## src/rtl/mem_seq.sv

```systemverilog
// mem_seq : parametrised RAM access sequencer.
//
// Walks the addresses base, base+stride, ... for `count` transfers. It uses
// the ram_ctrl pin-bus handshake: raise a request pin, wait for the matching
// done pin, then drop the request. Read jobs stream each returned word out on
// a valid/ready port. Write jobs store an incrementing pattern that starts at
// wr_seed.
//
// Ports:
//   clk, rst                 clock (rising edge), asynchronous active-low reset
//   start, mode              start a job (sampled in IDLE only); 0 = read, 1 = write
//   base_addr, stride        first address and address increment (latched at start)
//   count, wr_seed           number of transfers and first write word (latched)
//   abort                    terminate the running job (status 2)
//   busy, done, status       job in progress, one-cycle end pulse, result code
//                            (0 ok, 1 timeout, 2 abort, 3 verify mismatch)
//   ram_ctrl_from_hw/to_hw   RAM status pins / RAM request pins
//   addr, data_from_hw,      RAM address, read data and write data
//   data_to_hw
//   rd_valid, rd_ready,      read stream handshake, data word and transfer index
//   rd_data, rd_index
//
// Optional feature: define MEM_SEQ_VERIFY_EN to read back every written word at
// the same address. On a readback mismatch the job ends with status 3 and addr
// stays at the failing address.
module mem_seq #(
   parameter int AW      = 32,
   parameter int DW      = 32,
   parameter int CW      = 16,
   parameter int TIMEOUT = 255,
   parameter int RD_PIN  = 0,
   parameter int WR_PIN  = 1,
   parameter int RD_DONE = 0,
   parameter int WR_DONE = 1
) (
   input  logic          clk,
   input  logic          rst,
   input  logic          start,
   input  logic          mode,
   input  logic [AW-1:0] base_addr,
   input  logic [AW-1:0] stride,
   input  logic [CW-1:0] count,
   input  logic [DW-1:0] wr_seed,
   input  logic          abort,
   output logic          busy,
   output logic          done,
   output logic [1:0]    status,
   input  logic [31:0]   ram_ctrl_from_hw,
   output logic [31:0]   ram_ctrl_to_hw,
   output logic [AW-1:0] addr,
   input  logic [DW-1:0] data_from_hw,
   output logic [DW-1:0] data_to_hw,
   output logic          rd_valid,
   input  logic          rd_ready,
   output logic [DW-1:0] rd_data,
   output logic [CW-1:0] rd_index
);

`ifdef MEM_SEQ_VERIFY_EN
   localparam bit VERIFY_EN = 1'b1;
`else
   localparam bit VERIFY_EN = 1'b0;
`endif

   localparam int TW = $clog2(TIMEOUT + 1);

   localparam logic [1:0] ST_OK      = 2'd0;
   localparam logic [1:0] ST_TIMEOUT = 2'd1;
   localparam logic [1:0] ST_ABORT   = 2'd2;
   localparam logic [1:0] ST_VERIFY  = 2'd3;

   typedef enum logic [2:0] {IDLE, ISSUE, WAIT, PUSH, DONE} state_t;

   state_t        state_q, state_d;
   logic          mode_q, mode_d;
   logic          verify_q, verify_d;
   logic [AW-1:0] stride_q, stride_d;
   logic [AW-1:0] addr_q, addr_d;
   logic [CW-1:0] count_q, count_d;
   logic [CW-1:0] idx_q, idx_d;
   logic [DW-1:0] wdata_q, wdata_d;
   logic [TW-1:0] tmo_q, tmo_d;
   logic [31:0]   ctrl_q, ctrl_d;
   logic          busy_q, busy_d;
   logic          done_q, done_d;
   logic [1:0]    status_q, status_d;
   logic          rd_valid_q, rd_valid_d;
   logic [DW-1:0] rd_data_q, rd_data_d;
   logic [CW-1:0] rd_index_q, rd_index_d;

   // A verify readback travels the read pins even inside a write job.
   logic use_wr, hw_done, last, tmo_expired, mismatch;
   assign use_wr      = mode_q & ~verify_q;
   assign hw_done     = use_wr ? ram_ctrl_from_hw[WR_DONE] : ram_ctrl_from_hw[RD_DONE];
   assign last        = (idx_q + CW'(1)) == count_q;
   assign tmo_expired = tmo_q == TW'(TIMEOUT - 1);
   assign mismatch    = data_from_hw != wdata_q;

   // Only the two done bits are meaningful; the remaining status pins are ignored.
   logic unused_from_hw;
   assign unused_from_hw = ^ram_ctrl_from_hw;

   // State and datapath registers; reset also drops the request pins at once.
   always_ff @(posedge clk or negedge rst) begin
      if (!rst) begin
         state_q    <= IDLE;
         mode_q     <= 1'b0;
         verify_q   <= 1'b0;
         stride_q   <= '0;
         addr_q     <= '0;
         count_q    <= '0;
         idx_q      <= '0;
         wdata_q    <= '0;
         tmo_q      <= '0;
         ctrl_q     <= '0;
         busy_q     <= 1'b0;
         done_q     <= 1'b0;
         status_q   <= ST_OK;
         rd_valid_q <= 1'b0;
         rd_data_q  <= '0;
         rd_index_q <= '0;
      end else begin
         state_q    <= state_d;
         mode_q     <= mode_d;
         verify_q   <= verify_d;
         stride_q   <= stride_d;
         addr_q     <= addr_d;
         count_q    <= count_d;
         idx_q      <= idx_d;
         wdata_q    <= wdata_d;
         tmo_q      <= tmo_d;
         ctrl_q     <= ctrl_d;
         busy_q     <= busy_d;
         done_q     <= done_d;
         status_q   <= status_d;
         rd_valid_q <= rd_valid_d;
         rd_data_q  <= rd_data_d;
         rd_index_q <= rd_index_d;
      end
   end

   // Next-state logic. Abort outranks a RAM completion or a stream handshake
   // that arrives in the same cycle.
   always_comb begin
      state_d = state_q;
      case (state_q)
         IDLE:  if (start) state_d = (count == '0) ? DONE : ISSUE;
         ISSUE: begin
            if (abort)         state_d = DONE;
            else if (!hw_done) state_d = WAIT;
         end
         WAIT: begin
            if (abort) state_d = DONE;
            else if (hw_done) begin
               if (!mode_q)        state_d = PUSH;
               else if (verify_q)  state_d = (mismatch || last) ? DONE : ISSUE;
               else if (VERIFY_EN) state_d = ISSUE;
               else                state_d = last ? DONE : ISSUE;
            end else if (tmo_expired) state_d = DONE;
         end
         PUSH: begin
            if (abort)         state_d = DONE;
            else if (rd_ready) state_d = last ? DONE : ISSUE;
         end
         DONE:    state_d = IDLE;
         default: state_d = IDLE;
      endcase
   end

   // Next values for the registered outputs and the job context.
   always_comb begin
      mode_d     = mode_q;
      verify_d   = verify_q;
      stride_d   = stride_q;
      addr_d     = addr_q;
      count_d    = count_q;
      idx_d      = idx_q;
      wdata_d    = wdata_q;
      tmo_d      = tmo_q;
      ctrl_d     = ctrl_q;
      busy_d     = busy_q;
      done_d     = 1'b0;
      status_d   = status_q;
      rd_valid_d = rd_valid_q;
      rd_data_d  = rd_data_q;
      rd_index_d = rd_index_q;
      case (state_q)
         IDLE: begin
            if (start) begin
               mode_d   = mode;
               verify_d = 1'b0;
               stride_d = stride;
               count_d  = count;
               idx_d    = '0;
               addr_d   = base_addr;
               wdata_d  = wr_seed;
               busy_d   = 1'b1;
               status_d = ST_OK;
            end
         end
         ISSUE: begin
            tmo_d = '0;
            if (abort) status_d = ST_ABORT;
            else if (!hw_done) begin
               ctrl_d = '0;
               if (use_wr) ctrl_d[WR_PIN] = 1'b1;
               else        ctrl_d[RD_PIN] = 1'b1;
            end
         end
         WAIT: begin
            if (abort) begin
               ctrl_d   = '0;
               status_d = ST_ABORT;
            end else if (hw_done) begin
               ctrl_d = '0;
               if (!mode_q) begin
                  rd_data_d  = data_from_hw;
                  rd_index_d = idx_q;
                  rd_valid_d = 1'b1;
               end else if (verify_q && mismatch) begin
                  status_d = ST_VERIFY;
               end else if (!verify_q && VERIFY_EN) begin
                  verify_d = 1'b1;
               end else begin
                  verify_d = 1'b0;
                  if (!last) begin
                     idx_d   = idx_q + CW'(1);
                     addr_d  = addr_q + stride_q;
                     wdata_d = wdata_q + DW'(1);
                  end
               end
            end else if (tmo_expired) begin
               ctrl_d   = '0;
               status_d = ST_TIMEOUT;
            end else begin
               tmo_d = tmo_q + TW'(1);
            end
         end
         PUSH: begin
            if (abort) begin
               rd_valid_d = 1'b0;
               status_d   = ST_ABORT;
            end else if (rd_ready) begin
               rd_valid_d = 1'b0;
               if (!last) begin
                  idx_d   = idx_q + CW'(1);
                  addr_d  = addr_q + stride_q;
                  wdata_d = wdata_q + DW'(1);
               end
            end
         end
         DONE: begin
            done_d     = 1'b1;
            busy_d     = 1'b0;
            ctrl_d     = '0;
            rd_valid_d = 1'b0;
         end
         default: ;
      endcase
   end

   assign busy           = busy_q;
   assign done           = done_q;
   assign status         = status_q;
   assign ram_ctrl_to_hw = ctrl_q;
   assign addr           = addr_q;
   assign data_to_hw     = wdata_q;
   assign rd_valid       = rd_valid_q;
   assign rd_data        = rd_data_q;
   assign rd_index       = rd_index_q;

endmodule
```

## config.mk

```make
export PLATFORM = sky130hd
export DESIGN_NAME = mem_seq
export DESIGN_NICKNAME = d
export VERILOG_FILES = /design/src/rtl/mem_seq.sv
export SDC_FILE = /design/constraint.sdc
export NUM_CORES = 1
export LEC_CHECK = 0
export BUFFER_PORTS_ARGS = -buffer_cell sky130_fd_sc_hd__buf_2
export CAP_MARGIN = 20
export CELL_PAD_IN_SITES_DETAIL_PLACEMENT = 0
export CELL_PAD_IN_SITES_GLOBAL_PLACEMENT = 2
export CORE_MARGIN = 8
export CORE_UTILIZATION = 33
export DETAILED_ROUTE_END_ITERATION = 8
export GPL_TIMING_DRIVEN = 0
export HOLD_SLACK_MARGIN = 0.1
export PLACE_DENSITY_LB_ADDON = 0.1
export SYNTH_ARGS = -nofsm -noshare
export SYNTH_HDL_FRONTEND = slang
export SYNTH_SLANG_ARGS = --single-unit
```

## constraint.sdc

```tcl
create_clock -name clk -period 4.7 [get_ports clk]
set_input_delay 0.47 -clock clk [delete_from_list [all_inputs] [get_ports clk]]
set_output_delay 0.47 -clock clk [all_outputs]
set_load 0.01 [all_outputs]
```

# Yosys cells after proc, flatten, opt, wreduce, memory -nomap -nowiden
# Cells that the tools add are included.
# W data, S select, Z words.
# totals
out_inout_bits,149
in_bits,182
ff_bits,226
word_cells,148
# classes
eq_ne,25
addsub,4
muxes,77
n_reduce_logical,22
bitwise_logic,4
# op_table
operator,count
$mux W32,21
$pmux W32 S3,3
$mux W16,8
$pmux W16 S3,1
$mux W3,13
$add A32 B1 Y32 const B,1
$add A32 B32 Y32,1
$ne A32 B32 Y1,1
$mux W8,3
$ne A2 B2 Y1 const B,12
$add A16 B1 Y16 const B,1
$eq A16 B16 Y1,1
$logic_not A16 Y1,1
$pmux W8 S2,1
$reduce_and A4 Y1,4
$mux W1,15
$mux W2,7
$ne A4 B4 Y1 const B,3
$pmux W3 S4,1
$reduce_and A6 Y1,2
$reduce_bool A3 Y1,4
$add A8 B1 Y8 const B,1
$eq A8 B8 Y1 const B,1
$reduce_and A8 Y1,1
17 further kinds,25

# Logic depth before layout (Yosys ltp)
# depth
ltp_word,9
mapped_depth,11
ltp_nobuf,11

# Worst setup path after synthesis
# Ideal clock, no wire load.
# synth_path
path_kind,reg2reg
startpoint,register idx_q[0]
endpoint,"register addr_q[10], in the netlist addr[10]"
t_arrival_ns,2.572
path_stages_with_launch,12
setup_ns,0.119
required_ns,4.581
period_less_slack_ns,2.691
n_path_buf,2
slack_ns,2.009
path_cell_list,dfrtp_1 ha_1 and3_1 buf_2 a31oi_1 mux2_2 a211oi_1 nor2_1 a221oi_4 buf_2 o311ai_0 o21a_1
# synth_between
elab_chain_cells,8
word_cells_on_any_way,10
cone_classes,1 x add/sub; 1 x eq/ne; 8 x mux
# synth_rtl
item,line,rtl
from (decl),80,"logic [CW-1:0] idx_q, idx_d;"
from (signal assigned),129,idx_q <= idx_d;
$add A16 B1 Y16 (*),95,assign last = (idx_q + CW'(1)) == count_q;
$eq A16 B16 Y1 (*),95,
$mux W32 (*),--,
$mux W32 (4 in series),--,
$pmux W32 S3 (*),--,
to (signal assigned),127,addr_q <= addr_d;
to (decl),78,"logic [AW-1:0] addr_q, addr_d;"
# Every way passes the cells marked *; elsewhere a longest branch is shown, timed or not. The select of a mux whose other input is x is not followed.
# A chain may end at the register's enable or synchronous reset.

# Worst setup path after layout
# layout_path
startpoint,register idx_q[0]
endpoint,"register addr_q[1], in the netlist addr[1]"
# Same word-level chain as after synthesis.

==> reports/summary.md <==
• result of the run: finished, final reports clean
• Achievable Freq: 0.263 GHz
• flip-flop and latch count after synthesis: 195
• WL/cell: 19.9 µm
• series of cell instances along the critical path: ha_1, nand3_1, clkbuf_1, o21ai_0, a2111oi_0, nand4_1, nor2_1, a221o_1, clkbuf_1, a21oi_1
• total power divided by cell area: 708 nW/µm²
• detailed-route via count: 10300
• final slew viol count: 0
• number of nets in the layout: 1788
• slowest cell delay on critical path: 0.67 ns
• count of clock tree sinks: 195
• Worst Reg2Reg Path Length in Cells: 10
• DRC Markers: 0
• slew margin rel.: 0.287
• Pre-antenna DRT Iters: 6
• internal reg-to-reg setup slack: 0.89 ns
• static leakage: 6.59 nW
• Iter 0 DRT Violations: 566
• main flop type after synthesis: sky130_fd_sc_hd__dfrtp_1
• setup-violating endpoint count in the final report: 0
• pin count of the biggest net entering global routing: 81
• area added between synthesis and finish: 24.1%
• clock edge transition at the registers on the reported setup and hold paths: 0.08 ns
• number of failing hold endpoints at the final stage: 0
• starting density of the core: 0.334
• maximum fanout along the worst path: 10
• number of cells in the finished layout apart from fillers: 2034
• Gate power share: 0.551
• first-pass GRT wire length: 63300 µm
• Horiz. Die Dim: 200 µm
• latest clock arrival within the worst-skew pair: 0.45 ns
• start-to-end type of the worst setup path: reg2reg
• IR drop worst, VDD: 0.000312 V
• number of cells in the design after placement: 1997
• clock tree root driver cell: sky130_fd_sc_hd__clkbuf_16
• Site Rows: 67
• Critical Path Source Type: flip-flop
• Final Routed Wirelength: 40500 µm
• origin of the worst setup path: idx_q[0]
• standard cell with the maximum stage delay on the critical path: sky130_fd_sc_hd__clkbuf_1
• proportion of power drawn by flip-flops and latches: 0.297
• # IOs: 331
• sequential fraction of the synthesis area: 0.435
• H-Tree Depth: 4
• share of synthesized registers carrying an async set or reset: 1.00
• max cap viols: 0
• final worst clock skew: 0.00986 ns
• min-delay worst type: in2reg
• endpoint of the worst setup timing path: addr[1]
• count of filler cells inserted in the layout: 3533
• half-perimeter wire length after placement: 30800 µm
• number of enable-type register cells in the synthesized netlist: 0
• clock tree from TritonCTS: yes
• overall fraction of global-route tracks in use: 0.199
• buffers added on ports: 270
• mean area per synthesized cell: 8.98 µm²
• Worst Tran Pin Value: 1.07 ns
• Bufs on Longest Clock Path: 2
• number of library cell types mapped by synthesis: 73
• internal portion of total power: 5.20 mW
• share of post-route cells with drive strength above 1: 0.269
• die area: 40100 µm²
• Critical Path Sink Type: flip-flop
• Routability Congestion: 0.818
• vias in the first global route: 10700
• grt total ovfl: 0
• post-synthesis instance total: 1248
• post-synthesis instance area: 11200 µm²
• arrival time of data at the critical path endpoint: 4.11 ns
• net switching share of the total power: 0.472
• relative contribution of the clock network to total power: 0.153
• number of antenna violations at the first check in global routing: 5
• R2R Path Start: idx_q[0]
• unrepaired setup endpoints after global routing: false
• final cycle utilization of the critical path: 0.810
• Reg2Reg Capture Point: addr[1]
• Tmin final: 3.81 ns
• buffers inserted by post-CTS timing repair: 0
• cell repeated most along the worst path: sky130_fd_sc_hd__clkbuf_1
• Yosys warnings: 0
• post-route antenna net violation count: 0
• via density per instance: 5.08
• die height: 200 µm
• Worst Path Required: 5.00 ns
• standard cell core area: 33500 µm²
• CTS buffer count: 17
• switching power of the nets: 4.64 mW
• minimum hold slack: 0.201 ns
routing by layer:
metal / GRT usage / part of all wire / vias to the layer above
met2: 0.312 / 0.46 / 236
li1: - / - / 5057
met5: 0 / 0.00077 / -
met1: 0.275 / 0.48 / 5012
met4: 0.0455 / 0.011 / 6
met3: 0.0455 / 0.053 / 26
flip-flops by register name, indices dropped and copies added, names as in the netlist:
signal and flops:
stride_q 32, rd_valid 1, ram_ctrl_to_hw 2, rd_index 16
mode_q 1, tmo_q 8, busy 1, idx_q 16
status 2, addr 32, state_q 3, rd_data 32
count_q 16, done 1, data_to_hw 32
logic make-up (layout without fill, tap and decap cells):
group / after synthesis / in the layout / synth area share
buffers and inverters: 119 / 425 / 0.0515
other: 1 / 33 / 0.000335
AO/OA/AOI/OAI: 329 / 329 / 0.182
AND/OR/NAND/NOR: 453 / 453 / 0.185
adder cells (fa/ha/maj): 36 / 36 / 0.0409
flip-flops: 195 / 195 / 0.435
multiplexers: 70 / 70 / 0.0699
XOR/XNOR: 45 / 45 / 0.0352
worst max-delay path, delay by kind of cell (launching register included):
family                     cells  cell delay (ns)
AOI/OAI and AO/OA              4             1.15
DFF                            1             0.50
and+or+nand+nor                3             0.59
adders and majority gates      1             0.33
buffers and inverters          2             1.08
cell type report:
type	count	area, µm²	share of cell area
Multi-Input combinational cell	963	5860	0.421
Sequential cell	195	4880	0.351
Timing Repair Buffer	274	1430	0.103
Tap cell	448	561	0.0403
Buffer	103	517	0.0371
Clock buffer	18	439	0.0316
Clock inverter	14	158	0.0113
Inverter	16	60.1	0.00432
Antenna cell	3	7.51	0.000540
how the worst min path moves through the flow:
stage                            from                 to  slack (ns)  depth (start not counted)
after floorplan                   rst            addr[0]        0.17                          0
after global placement    stride_q[7]        stride_q[7]        0.47                          2
after detailed placement          rst  ram_ctrl_to_hw[0]        0.44                          1
after CTS                   stride[2]        stride_q[2]        0.18                          3
after global routing       stride[16]       stride_q[16]        0.19                          3
final                       stride[2]        stride_q[2]        0.20                          3
synthesized netlist by cell type, types with 3 or more instances:
library cell,n,share of area
sky130_fd_sc_hd__a2111oi_0,3,0.0023
sky130_fd_sc_hd__a211o_1,4,0.0031
sky130_fd_sc_hd__a211oi_1,9,0.0060
sky130_fd_sc_hd__a21o_1,16,0.011
sky130_fd_sc_hd__a21oi_1,103,0.046
sky130_fd_sc_hd__a2bb2oi_1,3,0.0023
sky130_fd_sc_hd__a31oi_1,22,0.012
sky130_fd_sc_hd__and2_1,5,0.0028
sky130_fd_sc_hd__and3_1,11,0.0061
sky130_fd_sc_hd__and4_1,4,0.0031
sky130_fd_sc_hd__buf_1,5,0.0017
sky130_fd_sc_hd__buf_2,13,0.0058
sky130_fd_sc_hd__buf_4,30,0.020
sky130_fd_sc_hd__clkbuf_1,54,0.018
sky130_fd_sc_hd__dfrtp_1,195,0.44
sky130_fd_sc_hd__ha_1,35,0.039
sky130_fd_sc_hd__inv_1,16,0.0054
sky130_fd_sc_hd__mux2_2,66,0.066
sky130_fd_sc_hd__mux2i_1,4,0.0036
sky130_fd_sc_hd__nand2_1,220,0.074
sky130_fd_sc_hd__nand2b_1,13,0.0073
sky130_fd_sc_hd__nand3_1,40,0.018
sky130_fd_sc_hd__nand4_1,19,0.011
sky130_fd_sc_hd__nor2_1,79,0.026
sky130_fd_sc_hd__nor2b_1,10,0.0056
sky130_fd_sc_hd__nor3_1,18,0.0080
sky130_fd_sc_hd__nor3b_1,3,0.0020
sky130_fd_sc_hd__nor4_1,9,0.0050
sky130_fd_sc_hd__o211ai_1,9,0.0060
sky130_fd_sc_hd__o21a_1,5,0.0033
sky130_fd_sc_hd__o21ai_0,83,0.037
sky130_fd_sc_hd__o21ai_1,3,0.0013
sky130_fd_sc_hd__o21bai_1,3,0.0020
sky130_fd_sc_hd__o22ai_1,15,0.0084
sky130_fd_sc_hd__o311ai_0,3,0.0023
sky130_fd_sc_hd__o31a_1,3,0.0023
sky130_fd_sc_hd__o31ai_1,11,0.0074
sky130_fd_sc_hd__o41ai_1,8,0.0063
sky130_fd_sc_hd__or3_1,8,0.0045
sky130_fd_sc_hd__xnor2_1,27,0.021
sky130_fd_sc_hd__xor2_1,18,0.014
power groups by stage:
stage	clock network [mW]	logic, mW	registers [mW]
after floorplan	0	3.43	3.01
after global placement	0	5.42	2.94
after detailed placement	0	5.43	2.96
after CTS	1.55	5.46	2.93
after global routing	1.61	6.06	3.02
final	1.50	5.42	2.92
metrics by stage:
stage	TNS (ns)	area, µm²	setup slack (ns)	total power, mW	utilization
2_1_floorplan	0	11300	2.01	6.45	-
3_3_place_gp	-89.24	13200	-0.484	8.36	0.394
3_5_place_dp	0	13300	0.902	8.38	0.396
4_1_cts	0	13900	0.844	9.94	0.415
5_1_grt	0	13900	0.528	10.7	0.415
6_report	0	13900	0.892	9.84	0.415
layout by cell type, fill, tap and decap left out, types with 5 or more instances in the layout:
| cell | netlist | layout |
|---|---|---|
| sky130_fd_sc_hd__xnor2_1 | 27 | 27 |
| sky130_fd_sc_hd__buf_1 | 5 | 5 |
| sky130_fd_sc_hd__o21a_1 | 5 | 5 |
| sky130_fd_sc_hd__inv_8 | 0 | 5 |
| sky130_fd_sc_hd__clkbuf_1 | 54 | 54 |
| sky130_fd_sc_hd__o211ai_1 | 9 | 9 |
| sky130_fd_sc_hd__clkbuf_16 | 0 | 17 |
| sky130_fd_sc_hd__and2_1 | 5 | 5 |
| sky130_fd_sc_hd__o21ai_0 | 83 | 83 |
| sky130_fd_sc_hd__nor2_1 | 79 | 79 |
| sky130_fd_sc_hd__nor2b_1 | 10 | 10 |
| sky130_fd_sc_hd__nor4_1 | 9 | 9 |
| sky130_fd_sc_hd__nand3_1 | 40 | 40 |
| sky130_fd_sc_hd__a31oi_1 | 22 | 22 |
| sky130_fd_sc_hd__buf_2 | 13 | 282 |
| sky130_fd_sc_hd__or3_1 | 8 | 8 |
| sky130_fd_sc_hd__nand4_1 | 19 | 19 |
| sky130_fd_sc_hd__inv_6 | 0 | 5 |
| sky130_fd_sc_hd__a211oi_1 | 9 | 9 |
| sky130_fd_sc_hd__o22ai_1 | 15 | 15 |
| sky130_fd_sc_hd__nand2_1 | 220 | 220 |
| sky130_fd_sc_hd__ha_1 | 35 | 35 |
| sky130_fd_sc_hd__buf_4 | 30 | 30 |
| sky130_fd_sc_hd__conb_1 | 1 | 30 |
| sky130_fd_sc_hd__nand2b_1 | 13 | 13 |
| sky130_fd_sc_hd__nor3_1 | 18 | 18 |
| sky130_fd_sc_hd__o41ai_1 | 8 | 8 |
| sky130_fd_sc_hd__dfrtp_1 | 195 | 195 |
| sky130_fd_sc_hd__a21o_1 | 16 | 16 |
| sky130_fd_sc_hd__inv_1 | 16 | 16 |
| sky130_fd_sc_hd__and3_1 | 11 | 11 |
| sky130_fd_sc_hd__mux2_2 | 66 | 66 |
| sky130_fd_sc_hd__o31ai_1 | 11 | 11 |
| sky130_fd_sc_hd__xor2_1 | 18 | 18 |
| sky130_fd_sc_hd__a21oi_1 | 103 | 103 |
repair_timing:
item | 4_1_cts | 5_1_grt
hold buffers | 1 | 0
endpoints found under the hold margin | 52 | 0
resized for setup | 0 | 0
(Power assumes the default switching activity.)
